--- src/rtl/serial_adder_if.sv ---
// Handshake and data bundle for serial_adder.
//   master: drives start/A/B/Cin, observes Sum/Carry/Ovf/busy/done
//   slave : the adder itself
interface serial_adder_if #(
   parameter int unsigned WIDTH = 16
);
   logic             start;
   logic [WIDTH-1:0] A;
   logic [WIDTH-1:0] B;
   logic             Cin;
   logic [WIDTH-1:0] Sum;
   logic             Carry;
   logic             Ovf;
   logic             busy;
   logic             done;

   modport master (
      output start, A, B, Cin,
      input  Sum, Carry, Ovf, busy, done
   );

   modport slave (
      input  start, A, B, Cin,
      output Sum, Carry, Ovf, busy, done
   );
endinterface

--- src/rtl/serial_adder.sv ---
// Multi-cycle adder: A + B + Cin computed DIGIT bits per clock through a
// registered carry, with start/busy/done handshake, unsigned carry-out and
// two's-complement overflow.
// Ports:
//   clk   - rising-edge clock
//   rst_n - asynchronous active-low reset
//   bus   - serial_adder_if.slave: start, A, B, Cin in; Sum, Carry, Ovf,
//           busy, done out (all outputs registered)
module serial_adder #(
   parameter int unsigned WIDTH = 16,
   parameter int unsigned DIGIT = 4
) (
   input  logic           clk,
   input  logic           rst_n,
   serial_adder_if.slave  bus
);

   localparam int unsigned N     = WIDTH / DIGIT;
   localparam int unsigned CNT_W = (N > 1) ? $clog2(N) : 1;
   localparam int unsigned DW    = DIGIT + 1;

   if ((DIGIT < 1) || (DIGIT > WIDTH) || ((WIDTH % DIGIT) != 0)) begin : g_bad_param
      $error("serial_adder: WIDTH must be a positive multiple of DIGIT");
   end

   typedef enum logic [1:0] {
      IDLE = 2'd0,
      BUSY = 2'd1,
      DONE = 2'd2
   } state_t;

   state_t             state_q, state_d;
   logic [WIDTH-1:0]   a_q, a_d;
   logic [WIDTH-1:0]   b_q, b_d;
   logic               c_q, c_d;
   logic [CNT_W-1:0]   cnt_q, cnt_d;
   logic [WIDTH-1:0]   psum_q, psum_d;
   logic [WIDTH-1:0]   sum_q, sum_d;
   logic               carry_q, carry_d;
   logic               ovf_q, ovf_d;
   logic               busy_q, busy_d;
   logic               done_q, done_d;

   logic [DIGIT:0]     dsum_c;
   logic               msb_cin_c;
   logic [WIDTH-1:0]   psum_sh_c;

   // One digit of the ripple: low DIGIT bits of each operand plus running carry
   assign dsum_c = DW'(a_q[DIGIT-1:0]) + DW'(b_q[DIGIT-1:0]) + DW'(c_q);

   // Carry into the digit MSB recovered from sum = a ^ b ^ cin at that bit
   assign msb_cin_c = a_q[DIGIT-1] ^ b_q[DIGIT-1] ^ dsum_c[DIGIT-1];

   // New digit enters at the top; after N shifts digit 0 sits at bit 0
   assign psum_sh_c = (psum_q >> DIGIT) | (WIDTH'(dsum_c[DIGIT-1:0]) << (WIDTH - DIGIT));

   // State and datapath registers
   always_ff @(posedge clk or negedge rst_n) begin
      if (!rst_n) begin
         state_q <= IDLE;
         a_q     <= '0;
         b_q     <= '0;
         c_q     <= 1'b0;
         cnt_q   <= '0;
         psum_q  <= '0;
         sum_q   <= '0;
         carry_q <= 1'b0;
         ovf_q   <= 1'b0;
         busy_q  <= 1'b0;
         done_q  <= 1'b0;
      end else begin
         state_q <= state_d;
         a_q     <= a_d;
         b_q     <= b_d;
         c_q     <= c_d;
         cnt_q   <= cnt_d;
         psum_q  <= psum_d;
         sum_q   <= sum_d;
         carry_q <= carry_d;
         ovf_q   <= ovf_d;
         busy_q  <= busy_d;
         done_q  <= done_d;
      end
   end

   // Next-state and datapath update
   always_comb begin
      state_d = state_q;
      a_d     = a_q;
      b_d     = b_q;
      c_d     = c_q;
      cnt_d   = cnt_q;
      psum_d  = psum_q;
      sum_d   = sum_q;
      carry_d = carry_q;
      ovf_d   = ovf_q;

      case (state_q)
         IDLE, DONE: begin
            // DONE accepts start directly so back-to-back ops have no bubble
            if (bus.start) begin
               a_d     = bus.A;
               b_d     = bus.B;
               c_d     = bus.Cin;
               cnt_d   = '0;
               psum_d  = '0;
               state_d = BUSY;
            end else begin
               state_d = IDLE;
            end
         end
         BUSY: begin
            a_d    = a_q >> DIGIT;
            b_d    = b_q >> DIGIT;
            c_d    = dsum_c[DIGIT];
            psum_d = psum_sh_c;
            cnt_d  = CNT_W'(cnt_q + 1'b1);
            if (cnt_q == CNT_W'(N - 1)) begin
               sum_d   = psum_sh_c;
               carry_d = dsum_c[DIGIT];
               ovf_d   = msb_cin_c ^ dsum_c[DIGIT];
               cnt_d   = '0;
               state_d = DONE;
            end
         end
         default: state_d = IDLE;
      endcase

      busy_d = (state_d == BUSY);
      done_d = (state_d == DONE);
   end

   assign bus.Sum   = sum_q;
   assign bus.Carry = carry_q;
   assign bus.Ovf   = ovf_q;
   assign bus.busy  = busy_q;
   assign bus.done  = done_q;

endmodule

--- src/flat_wrapper.sv ---
// flat-port wrapper written by rule: the top's interface ports become plain ports
module serial_adder_flat 
#(
   parameter int unsigned WIDTH = 16,
   parameter int unsigned DIGIT = 4
)
  (clk, rst_n, bus_start, bus_A, bus_B, bus_Cin, bus_Sum, bus_Carry, bus_Ovf, bus_busy, bus_done);
  serial_adder_if #(.WIDTH(WIDTH)) bus_i ();
  input  logic clk;
  input  logic rst_n;
  input wire logic [$bits(bus_i.start)-1:0] bus_start;
  input wire logic [$bits(bus_i.A)-1:0] bus_A;
  input wire logic [$bits(bus_i.B)-1:0] bus_B;
  input wire logic [$bits(bus_i.Cin)-1:0] bus_Cin;
  output wire logic [$bits(bus_i.Sum)-1:0] bus_Sum;
  output wire logic [$bits(bus_i.Carry)-1:0] bus_Carry;
  output wire logic [$bits(bus_i.Ovf)-1:0] bus_Ovf;
  output wire logic [$bits(bus_i.busy)-1:0] bus_busy;
  output wire logic [$bits(bus_i.done)-1:0] bus_done;
  assign bus_i.start = bus_start;
  assign bus_i.A = bus_A;
  assign bus_i.B = bus_B;
  assign bus_i.Cin = bus_Cin;
  assign bus_Sum = bus_i.Sum;
  assign bus_Carry = bus_i.Carry;
  assign bus_Ovf = bus_i.Ovf;
  assign bus_busy = bus_i.busy;
  assign bus_done = bus_i.done;
  serial_adder #(.WIDTH(WIDTH), .DIGIT(DIGIT)) u_core (.clk(clk), .rst_n(rst_n), .bus(bus_i));
endmodule
--- config.mk ---
export PLATFORM = sky130hd
export DESIGN_NAME = serial_adder_flat
export DESIGN_NICKNAME = d
export VERILOG_FILES = /design/src/rtl/serial_adder_if.sv /design/src/rtl/serial_adder.sv /design/src/flat_wrapper.sv
export SDC_FILE = /design/constraint.sdc
export NUM_CORES = 1
export LEC_CHECK = 0
export BUFFER_PORTS_ARGS = -buffer_cell sky130_fd_sc_hd__buf_2
export CAP_MARGIN = 10
export CELL_PAD_IN_SITES_DETAIL_PLACEMENT = 1
export CELL_PAD_IN_SITES_GLOBAL_PLACEMENT = 1
export CORE_ASPECT_RATIO = 1.1
export CORE_UTILIZATION = 46
export DETAILED_ROUTE_END_ITERATION = 10
export PLACE_DENSITY = 0.92
export SLEW_MARGIN = 25
export SYNTH_ARGS = -nofsm -noshare
export SYNTH_HDL_FRONTEND = slang
export SYNTH_SLANG_ARGS = --single-unit
--- constraint.sdc ---
create_clock -name clk -period 3.7 [get_ports clk]
set_input_delay 0.185 -clock clk [delete_from_list [all_inputs] [get_ports clk]]
set_output_delay 0.185 -clock clk [all_outputs]
set_load 0.05 [all_outputs]
Yosys cells after proc, flatten, opt, wreduce, memory -nomap -nowiden

Index checks and enable logic that the tools add are counted.

Memory bits (writable): 0
Logic and storage cells: 43
Bits of input ports: 36
ROM bits: 0
Latch bits: 0
Register bits after elaboration: 73
Memories kept: 0
Output and inout port bits: 20

Bitwise gates (word level): 4
Reduce and logical (&&, ||, !) cells: 5
Eq/ne operators: 6
$add $sub $neg: 3
Magnitude comparators: 0
Multiplexer cells: 14
Multiply operators: 0
Shifts and indexed selects: 0
Divide/modulo/power cells: 0

Operators by type and width:

| operator                                            | count |
|---|---|
| case mux 16 bit (2 select lines)                    | 3 |
| two-way mux 16 bit                                  | 3 |
| bitwise OR 12 x 16 -> 16 bit                        | 1 |
| case mux 2 bit (2 select lines)                     | 2 |
| equality test 2 bit, second input constant          | 3 |
| two-way mux 2 bit                                   | 3 |
| adder 4 x 4 -> 5 bit                                | 1 |
| adder 5 x 1 -> 5 bit                                | 1 |
| equality test 2 x 1 -> 1 bit, second input constant | 2 |
| AND reduction 2 bit                                 | 2 |
| bitwise XOR 1 bit                                   | 3 |
| adder 2 x 1 -> 2 bit, second input constant         | 1 |
| zero test 2 bit                                     | 1 |
| two-way mux 1 bit                                   | 2 |
| != test 2 bit, second input constant                | 1 |
| case mux 1 bit (2 select lines)                     | 1 |
| nonzero test 2 bit                                  | 1 |
| OR reduction 2 bit                                  | 1 |

Longest topological paths before layout

Gate-level depths: netlist of run 1.

Word-level depth: 4
Depth in mapped cells: 6
Mapped depth without buffers: 6

Least setup slack after synthesis of run 1

Ideal clock, no wire load.

Path type: register to register
Start: register u_core.c_q
End: register u_core.ovf_q (netlist: u_core.bus.Ovf)
Required time: 3.573 ns
Buffers on the path: 0
Setup slack: 1.755 ns
Cell stages (with the launch flop): 7
Data arrival time: 1.818 ns
Period minus slack after synthesis: 1.945 ns
Setup time: 0.127 ns
Cells stage by stage: dfrtp_1 -> fa_1 -> fa_1 -> a21o_1 -> a21oi_1 -> xnor2_1 -> o21ai_0

Longest elaborated chain between the ends: 3

RTL lines:

| item                     | RTL line            | source |
|---|---|---|
| start: declaration       | serial_adder.sv:35  | `logic c_q, c_d;` |
| start signal: assignment | serial_adder.sv:63  | `c_q <= 1'b0;` |
| start signal: assignment | serial_adder.sv:75  | `c_q <= c_d;` |
| adder 5 x 1 -> 5 bit *   | serial_adder.sv:49  | `assign dsum_c = DW'(a_q[DIGIT-1:0]) + DW'(b_q[DIGIT-1:0]) + DW'(c_q);` |
| bitwise XOR 1 bit        | serial_adder.sv:52  | `assign msb_cin_c = a_q[DIGIT-1] ^ b_q[DIGIT-1] ^ dsum_c[DIGIT-1];` |
| bitwise XOR 1 bit *      | serial_adder.sv:121 | `ovf_d = msb_cin_c ^ dsum_c[DIGIT];` |
| end signal: assignment   | serial_adder.sv:80  | `ovf_q <= ovf_d;` |
| end: declaration         | serial_adder.sv:40  | `logic ovf_q, ovf_d;` |

Every way passes the cells marked *; elsewhere a longest branch is shown, timed or not.
A chain may end at the register's enable or synchronous reset.

Final worst setup path of run 1

Same ends and word-level chain as after synthesis.

==> results of run 1 <==
-- what timing repair did --
item	CTS	global route
setup buffers	0	0
hold buffers	0	1
endpoints found under the hold margin	0	43
endpoints found under the setup margin	0	0
-- worst max-delay path: stages (launching register included) --
cell and delay (ns):
dfrtp_1 0.41, fa_1 0.46, fa_1 0.42, a21o_1 0.19, a21oi_1 0.25, xnor2_1 0.15, o21ai_0 0.09
-- metal layers --
metal  track usage  up-vias
met1        0.2693     1039
li1              -      979
met3       0.04022       12
met2        0.4002       53
met4       0.09965        0
met5             0        -
-- metrics by stage --
step                        util  power [µW]
final                     0.5726        3627
after CTS                 0.5705        3667
after floorplan                -        2583
after detailed placement  0.5353        2997
after global routing      0.5726        3893
after global placement    0.5353        2871
-- path summary, 6_finish.rpt --
path / start / to
min in group asynchronous: rst_n / u_core.bus.Sum[8]$_DFFE_PN0P_
max in group asynchronous: rst_n / u_core.a_q[2]$_DFFE_PN0P_
min: bus_A[13] / u_core.a_q[13]$_DFFE_PN0P_
max reg2reg: u_core.c_q$_DFFE_PN0P_ / u_core.bus.Ovf$_DFFE_PN0P_
min reg2reg: u_core.bus.Carry$_DFFE_PN0P_ / u_core.bus.Carry$_DFFE_PN0P_
max: u_core.c_q$_DFFE_PN0P_ / u_core.bus.Ovf$_DFFE_PN0P_
-- kinds of logic after synthesis --
kind of cell             Yosys count  synth area share
AO/OA/AOI/OAI                     57            0.1410
buffers and inverters             19           0.03217
adder cells (fa/ha/maj)            6           0.03173
flip-flops                        69            0.6082
multiplexers                      15           0.05950
AND/OR/NAND/NOR                   83            0.1181
XOR/XNOR                           3          0.009257
-- cell type report --
cell class	count	area [µm²]	area share
clock buffers	11	131.4	0.03903
clock inverters	5	75.07	0.02230
repair buffers	58	302.8	0.08996
flip-flops and latches	69	1727	0.5130
well taps	77	96.34	0.02862
inverters	2	7.507	0.002230
multi-input cells	164	1026	0.3048
-- flip-flops by register name, indices dropped and copies added, names as in the netlist --
signal	cells
u_core.a_q	16
u_core.b_q	16
u_core.bus.Carry	1
u_core.bus.Ovf	1
u_core.bus.Sum	16
u_core.bus.busy	1
u_core.bus.done	1
u_core.c_q	1
u_core.cnt_q	2
u_core.psum_q	12
u_core.state_q	2
-- synthesized netlist by cell type (3+ instances only) --
| library cell | number |
|---|---|
| a31oi_1 | 24 |
| buf_2 | 10 |
| mux2_2 | 12 |
| a22o_1 | 20 |
| nor2_1 | 24 |
| mux2_1 | 3 |
| ha_1 | 4 |
| dfrtp_1 | 69 |
| clkbuf_1 | 6 |
| o21ai_0 | 7 |
| nand2_1 | 53 |
-- where the power goes --
part | leakage (µW) | internal, µW | switching, µW | total, µW
Sequential | 0.000848 | 1120 | 224 | 1340
Clock | 0.000107 | 377 | 276 | 653
Combinational | 0.000701 | 576 | 1060 | 1630
Total | 0.00166 | 2070 | 1560 | 3630
==> results.md, run 1 <==
* Count of cell types in the netlist at 25
* Most frequent cells in the layout: dfrtp_1 (69), buf_2 (54), nand2_1 (53)
* RSZ-0062 raised after global routing: no
* WHS at 0.06648 ns
* Fillers at 675
* Nets@finish at 346
* Hold Vio Cnt, Final at 0
* Yosys reg bits at 69
* Commonest non-fill, non-tap cell in the layout: dfrtp_1
* Total negative slack at 0 ns
* First-pass DRT Iterations at 4
* Hold WC Path Type: input pin to register
* First-pass GRT wire length at 11180 µm
* Die ar. at 6490 µm²
* Non-Filler Instances at 386
* Metal1 wirelength at 2692 µm
* Synth async-reset ratio at 1.000
* Slew at the pin with the worst max-slew slack at 0.9649 ns
* DR WL met3 at 266 µm
* Vias at 2083
* Worst-path clk slew at 0.07 ns
* CTS Buffer Depth at 2
* Die span in y at 84.40 µm
* Max FO, Critical Path at 3
* Final period util at 0.5677
* Final ANT Viol Nets at 0
* Row cnt at 29
* Total grt overflow at 0
* Setup ws final at 1.600 ns
* Uppermost layer routed: met4
* TritonCTS clock tree: built
* Hold depth at 2
* H-tree depth at 3
* Outcome: complete, no violations
* Max Freq at 476.1 MHz
* CTS Root Buffer Type: clkbuf_8
* Top cell type by total area after synthesis: dfrtp_1
* I/O pin cnt at 56
* DIE WIDTH at 76.91 µm
* Worst R2R Path Depth at 6
* Initial cell density of the core at 0.4830
* Gpl congestion at 0.7801
* Met2 WL at 3337 µm
* Critical path type: register to register
* Post-synth EDFFs at 0
* Crit end category: register
* Syn Inst Count at 252
* Routed WL at 6404 µm
* Synthesized Nets at 294
* Vias in the first global route at 2364
* Max Cap Viol at 0
* Iteration-0 DRC Markers at 86
* Synth top area share at 0.6082
* Pleak at 0.001656 µW
* Clock Sink Count at 69
* Area growth, synth to finish at 18.55%
* Cell area after technology mapping at 2839 µm²
* Minimum clock period at 2.100 ns
* Yosys warns at 0
* Antenna violations before repair at 0
* Reg2Reg Setup Slack at 1.60 ns
* Worst slew margin at 0.3561
* Total GRT Usage at 0.2265
* Count of pins over their slew limit at 0
* Peak VDD IR at 0.4954 mV
* Area after DPL at 3147 µm²
* Drt via density at 5.396
* CP Launch Type: register
* Synth Flop Type: dfrtp_1
* Wire per inst at 16.59 µm
* Fraction of layout cells with a size suffix above 1 at 0.2848
* Post-CTS sizing at 0
* Critical Path RT at 3.91 ns
* Design area at 3366 µm²
* CTS buffer count at 9
* Worst Skew at 0.005797 ns
* CORE AREA at 5878 µm²
* Post-Place Setup Slack at 1.614 ns
* Final HPWL DP at 4385 µm
* Seq/Total Area, Yosys at 0.6082
* N_diodes at 0
* Final setup fails at 0
* Top post-synthesis cells by area: dfrtp_1 (61%), nand2_1 (7.0%), a22o_1 (6.2%)
* Pin count of the biggest net entering global routing at 54
* Inst Count DP at 369
* PD cells at 1078 nW/µm²
* Arr. time, crit path at 2.31 ns
* Mean Syn Cell Area at 11.27 µm²
* Clock latency on the worst-skew pair at 0.34 ns
* DRC violations left at 0
* PortBufs at 55
No activity file was read; power rests on OpenSTA's default activity.
==> inputs of run 2 (changes only) <==
--- a/config.mk
+++ b/config.mk
@@ -5,14 +5,15 @@
 export SDC_FILE = /design/constraint.sdc
 export NUM_CORES = 1
 export LEC_CHECK = 0
+export ABC_AREA = 1
 export BUFFER_PORTS_ARGS = -buffer_cell sky130_fd_sc_hd__buf_2
 export CAP_MARGIN = 10
 export CELL_PAD_IN_SITES_DETAIL_PLACEMENT = 1
 export CELL_PAD_IN_SITES_GLOBAL_PLACEMENT = 1
 export CORE_ASPECT_RATIO = 1.1
-export CORE_UTILIZATION = 46
+export CORE_UTILIZATION = 38
 export DETAILED_ROUTE_END_ITERATION = 10
-export PLACE_DENSITY = 0.92
+export PLACE_DENSITY = 0.84
 export SLEW_MARGIN = 25
 export SYNTH_ARGS = -nofsm -noshare
 export SYNTH_HDL_FRONTEND = slang
==> constraint.sdc (replaced) <==
create_clock -name clk -period 1.85 [get_ports clk]
set_input_delay 0.0925 -clock clk [delete_from_list [all_inputs] [get_ports clk]]
set_output_delay 0.0925 -clock clk [all_outputs]
set_load 0.05 [all_outputs]
==> run 2 against run 1 <==
  * Flip-flop and latch count unchanged
  * Synthesized cell count increased by 28%
  * Critical path depth increased by 2
  * Final cell count increased by 28%
  * Critical path type unchanged
  * Largest cell class unchanged
==> results.md, run 2 <==
* Clock latency on the worst-skew pair at 0.34 ns
* Gate power share at 0.482
* Seq/Total Area, Yosys at 0.5695
* Initial cell density of the core at 0.3990
* Most common cell in the netlist: dfrtp_1
* CP Launch Type: register
* Die span in y at 95.68 µm
* Synth async-reset ratio at 1.000
* Worst Skew at 0.01203 ns
* Minimum clock period at 1.765 ns
* CP peak stage delay at 0.44 ns
* Wire per inst at 14.75 µm
* Arr. time, crit path at 1.99 ns
* Max FO, Critical Path at 3
* Fraction of layout cells with a size suffix above 1 at 0.2225
* Critical path type: register to register
* Final ANT Viol Nets at 0
* WHS at 0.01051 ns
* TritonCTS clock tree: built
* First-pass DRT Iterations at 4
* Yosys warns at 0
* Commonest non-fill, non-tap cell in the layout: dfrtp_1
* Total GRT Usage at 0.1992
* Count of cell types in the netlist at 24
* Antenna violations before repair at 0
* Final HPWL DP at 4891 µm
* H-tree depth at 3
* Die ar. at 8340 µm²
* Count of pins over their slew limit at 0
* Synth Flop Type: dfrtp_1
* CTS buffer count at 9
* Internal cell power at 4495 µW
* CTS Buffer Depth at 2
* Critical path, cell by cell: fa_2 -> fa_2 -> nand2_1 -> nand2_1 -> nand2_2 -> nand2_1 -> nand3_1 -> nand2_1
* Pleak at 0.001888 µW
* Pin count of the biggest net entering global routing at 70
* Clock Sink Count at 69
* PD cells at 2123 nW/µm²
* PortBufs at 55
* Most frequent cells in the layout: dfrtp_1 (69), nand2_1 (63), buf_2 (55)
* Synthesized Nets at 364
* Outcome: complete, no violations
* DRC violations left at 0
* Final period util at 0.9539
* Most frequent CP cell: nand2_1
* Fillers at 916
* Sequential share of power at 0.313
* Multi-input gate area at 1021 µm²
* Top post-synthesis cells by area: dfrtp_1 (57%), nand2_1 (7.9%), inv_1 (5.2%)
* Cell area after technology mapping at 3032 µm²
* Top cell type by total area after synthesis: dfrtp_1
* Register area at 1727 µm²
* Worst R2R Path Depth at 8
* Synth top cells by count: dfrtp_1 (69), nand2_1 (64), inv_1 (42)
* Crit-path slowest cell: fa_2
* First-pass GRT wire length at 12540 µm
* Drt via density at 4.931
* Post-Place Setup Slack at -0.03947 ns
* Crit path from: u_core.c_q$_DFFE_PN0P_
* Iteration-0 DRC Markers at 72
* Sw frac at 0.4400
* Hold WC Path Type: input pin to register
* R2R Path End: u_core.bus.Ovf$_DFFE_PN0P_
* N_diodes at 0
* Critical Path RT at 2.08 ns
* Area growth, synth to finish at 24.68%
* Total grt overflow at 0
* CTS Root Buffer Type: clkbuf_8
* Setup ws final at 0.08519 ns
* Vias at 2446
* CP Capture Point: u_core.bus.Ovf$_DFFE_PN0P_
* Synth top area share at 0.5695
* Max Freq at 566.6 MHz
* Peak VDD IR at 0.6294 mV
* Hold Vio Cnt, Final at 0
* Total negative slack at 0 ns
* Syn Inst Count at 322
* Sw power at 3531 µW
* Post-synth EDFFs at 0
* Worst slew margin at 0.7574
* Critical R2R Launch: u_core.c_q$_DFFE_PN0P_
* Slew at the pin with the worst max-slew slack at 0.3640 ns
* Max Cap Viol at 0
* Mean Syn Cell Area at 9.415 µm²
* Gpl congestion at 0.8245
* Fin util at 0.4975
* Yosys reg bits at 69
* DIE WIDTH at 87.17 µm
* Worst-path clk slew at 0.08 ns
* CORE AREA at 7597 µm²
* Nets@finish at 428
* Vias in the first global route at 2629
* Row cnt at 33
* Reg2Reg Setup Slack at 0.09 ns
* Routed WL at 7316 µm
* Clock network fraction of total power at 0.205
* Crit end category: register
* I/O pin cnt at 56
* Final setup fails at 0
[run 2: worst min-delay path by stage]
stage	start	endpoint	slack, ns	cells past startpoint
floorplan	rst_n	u_core.a_q[0]$_DFFE_PN0P_	-0.20	0
global placement	rst_n	u_core.bus.Sum[3]$_DFFE_PN0P_	0.14	2
detailed placement	rst_n	u_core.bus.Sum[5]$_DFFE_PN0P_	0.15	2
CTS	bus_A[4]	u_core.a_q[4]$_DFFE_PN0P_	0.006	3
global route	bus_A[2]	u_core.a_q[2]$_DFFE_PN0P_	0.03	3
finish	bus_A[4]	u_core.a_q[4]$_DFFE_PN0P_	0.01	3
[run 2: cell families after synthesis]
group,count (synthesis),synth area share
flops,69,0.5695
compound gates,80,0.1523
fa+ha+maj,6,0.02972
simple gates,103,0.1494
buf+inv,63,0.09616
xor+xnor,1,0.002890
[run 2: critical path, delay by kind of cell (launching register included)]
| kind | cells | cell delay [ns] |
|---|---|---|
| DFF | 1 | 0.42 |
| and+or+nand+nor | 6 | 0.43 |
| adders and majority gates | 2 | 0.82 |
[run 2: metal layers]
layer,vias to the layer above,track usage,part of all wire
met3,15,0.03463,0.035
met4,0,0.09426,0.024
li1,1178,-,-
met1,1190,0.2376,0.43
met2,63,0.3491,0.51
met5,-,0,0
[run 2: what timing repair did]
item | in CTS | in global routing
endpoints found under the hold margin | 79 | 0
buffers inserted | 0 | 0
resized for setup | 1 | 2
hold buffers | 11 | 0
setup endpoints to repair | 1 | 2
pin swaps | 0 | 0
cloned | 0 | 0
[run 2: layout make-up]
type | count | area share
sequential | 69 | 0.4568
clock inverter | 6 | 0.03542
tap | 105 | 0.03476
inverter | 45 | 0.04469
clock buffer | 10 | 0.03641
timing repair buffer | 71 | 0.1218
multi-input combinational | 190 | 0.2701
[run 2: power groups by stage]
stage	clock network [µW]	logic (µW)	registers, µW
2_1_floorplan	0	2390	3070
4_1_cts	1670	3890	2510
3_5_place_dp	0	3820	2540
5_1_grt	1720	4390	2580
3_3_place_gp	0	3650	2480
6_report	1650	3870	2510
[run 2: metrics by stage]
step	cell area, µm²	total power, µW	instances
after floorplan	3032	5458	322
after global placement	3391	6128	469
after detailed placement	3391	6354	469
after CTS	3775	8083	496
after global routing	3780	8694	496
final	3780	8026	496
==> inputs of run 3 (changes only) <==
--- a/config.mk
+++ b/config.mk
@@ -5,16 +5,16 @@
 export SDC_FILE = /design/constraint.sdc
 export NUM_CORES = 1
 export LEC_CHECK = 0
-export ABC_AREA = 1
 export BUFFER_PORTS_ARGS = -buffer_cell sky130_fd_sc_hd__buf_2
 export CAP_MARGIN = 10
 export CELL_PAD_IN_SITES_DETAIL_PLACEMENT = 1
 export CELL_PAD_IN_SITES_GLOBAL_PLACEMENT = 1
 export CORE_ASPECT_RATIO = 1.1
 export CORE_UTILIZATION = 38
+export CTS_BUF_LIST = sky130_fd_sc_hd__clkbuf_16
 export DETAILED_ROUTE_END_ITERATION = 10
-export PLACE_DENSITY = 0.84
-export SLEW_MARGIN = 25
+export PLACE_DENSITY = 0.82
+export SLEW_MARGIN = 10
 export SYNTH_ARGS = -nofsm -noshare
 export SYNTH_HDL_FRONTEND = slang
 export SYNTH_SLANG_ARGS = --single-unit
==> run 3 against run 2 <==
  * The flow now finishes with violations (design-rule violations, negative setup slack)
  * Utilization is 0.35 points higher
  * Flip-flop and latch count stayed put
  * Die area is 6.2% lower
  * Sequential share of layout area is 2.7 points higher
  * Clock-buffer cell count is 1 lower
  * Fmax is 4.7% lower
  * Routed wire length is 12% lower
  * Combinational power is 10% lower
  * First-iteration DRC count is 6.9% lower
  * Largest cell class unchanged
  * Largest power group unchanged
==> results.md, run 3 (synthesis gave the netlist of run 1 again) <==
* Count of pins over their slew limit at 0
* CTS Root Buffer Type: clkbuf_16
* CTS Buffer Depth at 2
* Max Cap Viol at 0
* Area growth, synth to finish at 25.78%
* Drt via density at 5.222
* Row cnt at 32
* Crit end category: register
* Final ANT Viol Nets at 0
* DRC violations left at 10
* Critical path type: register to register
* First-pass DRT Iterations at 7
* Vias in the first global route at 2146
* Total GRT Usage at 0.1784
* Outcome: finished, violations left
* Nets@finish at 358
* Worst-path clk slew at 0.05 ns
* Total grt overflow at 0
* Wire per inst at 15.97 µm
* Gate power share at 0.457
* Sw power at 3181 µW
* Setup ws final at -0.002393 ns
* Die ar. at 7821 µm²
* CORE AREA at 7127 µm²
* Gpl congestion at 0.7451
* Iteration-0 DRC Markers at 67
* Internal cell power at 4433 µW
* Initial cell density of the core at 0.3983
* Post-Place Setup Slack at -0.05803 ns
* Critical Path RT at 2.06 ns
* CTS buffer count at 9
* Peak VDD IR at 0.8597 mV
* Final setup fails at 1
* RSZ-0062 raised after global routing: yes
* Antenna violations before repair at 0
* Sequential share of power at 0.352
* Clock Sink Count at 69
* Max FO, Critical Path at 3
* First-pass GRT wire length at 10650 µm
* Register area at 1727 µm²
* Design area at 3571 µm²
* Pin count of the biggest net entering global routing at 70
* Minimum clock period at 1.852 ns
* Slew at the pin with the worst max-slew slack at 0.5748 ns
* Failing checks: design-rule violations, negative setup slack
* CP Launch Type: register
* N_diodes at 0
* Worst slew margin at 0.6159
* Final HPWL DP at 4317 µm
* PD cells at 2132 nW/µm²
* Fraction of layout cells with a size suffix above 1 at 0.2906
* PortBufs at 55
* Arr. time, crit path at 2.06 ns
* Max Freq at 539.8 MHz
* I/O pin cnt at 56
* DIE WIDTH at 84.41 µm
* Final period util at 1.001
* Clock network fraction of total power at 0.190
* Commonest non-fill, non-tap cell in the layout: dfrtp_1
* Hold WC Path Type: input pin to register
* Area after DPL at 3228 µm²
* Clock latency on the worst-skew pair at 0.33 ns
* Sw frac at 0.4178
* Fillers at 795
* H-tree depth at 3
* Routed WL at 6466 µm
* Vias at 2115
* Die span in y at 92.66 µm
* Multi-input gate area at 1051 µm²
* Pleak at 0.001745 µW
* TritonCTS clock tree: built
* Hold Vio Cnt, Final at 0
* Worst Skew at 0.005500 ns
* Most frequent cells in the layout: dfrtp_1 (69), buf_2 (55), nand2_1 (53)
## run 3: cell types whose count changed in the layout (fill, tap and decap cells not counted), sizes merged, moves of 14 or more
cell,previous run,this run
o21ai,50,7
inv,45,4
a31oi,0,24
a22o,1,20
o211ai,17,0
nand3,16,0
mux2,0,15
nor2,11,25
## run 3: per-stage QoR
| stage | instances | hold slack [ns] | total power (µW) | setup TNS, ns | utilization |
|---|---|---|---|---|---|
| after global routing | 405 | 0.01953 | 8133 | -0.08757 | 0.5011 |
| after CTS | 404 | 0.003860 | 7626 | -0.04135 | 0.4977 |
| after global placement | 382 | 0.1411 | 5919 | 0 | 0.4529 |
| after floorplan | 252 | -0.2031 | 5201 | 0 | - |
| after detailed placement | 382 | 0.1463 | 6115 | -0.05803 | 0.4529 |
| final | 405 | 0.003169 | 7614 | -0.002393 | 0.5011 |
## run 3: critical path: stages, from the launching register on
cell and delay (ns):
dfrtp_1 0.41, fa_2 0.41, fa_2 0.35, a21o_1 0.21
a21oi_4 0.16, xnor2_1 0.13, o21ai_1 0.07
## run 3: power by group through the flow
stage / clock network, µW / logic [µW] / registers [µW]
after global placement: 0 / 3270 / 2650
after CTS: 1480 / 3450 / 2690
after global routing: 1540 / 3820 / 2770
after floorplan: 0 / 1910 / 3290
final: 1450 / 3480 / 2680
after detailed placement: 0 / 3410 / 2710
## run 3: worst paths after layout
path	startpoint	slack [ns]	depth (start not counted)	to
setup / recovery	u_core.a_q[0]$_DFFE_PN0P_	-0.002	6	u_core.bus.Ovf$_DFFE_PN0P_
hold / removal	bus_A[13]	0.003	2	u_core.a_q[13]$_DFFE_PN0P_
setup reg to reg	u_core.a_q[0]$_DFFE_PN0P_	-0.002	6	u_core.bus.Ovf$_DFFE_PN0P_
hold reg to reg	u_core.bus.Sum[15]$_DFFE_PN0P_	0.48	2	u_core.bus.Sum[15]$_DFFE_PN0P_
max in group asynchronous	rst_n	1.24	3	u_core.a_q[12]$_DFFE_PN0P_
min in group asynchronous	rst_n	0.32	3	u_core.bus.Sum[0]$_DFFE_PN0P_
## run 3: final cells by class
cell class                      count  area share
Timing Repair Buffer               70      0.1205
Clock inverter                      6    0.006657
Clock buffer                        9     0.06307
Tap cell                           85     0.02978
Inverter                            2    0.002102
Sequential cell                    69      0.4835
Multi-Input combinational cell    164      0.2943
## run 3: metal layers
metal,up-vias,global-route usage,wire length (µm)
met1,1040,0.2254,2841
met2,57,0.3012,3222
met3,12,0.03387,284
li1,1006,-,-
met5,-,0,0
met4,0,0.07627,116
## run 3: repair_timing
| item | 4_1_cts | 5_1_grt |
|---|---|---|
| endpoints found under the setup margin | 1 | 19 |
| buffers inserted | 0 | 1 |
| pin swaps | 3 | 0 |
| gates resized for setup | 1 | 3 |
| hold buffers | 7 | 0 |
| hold endpoints to repair | 75 | 0 |
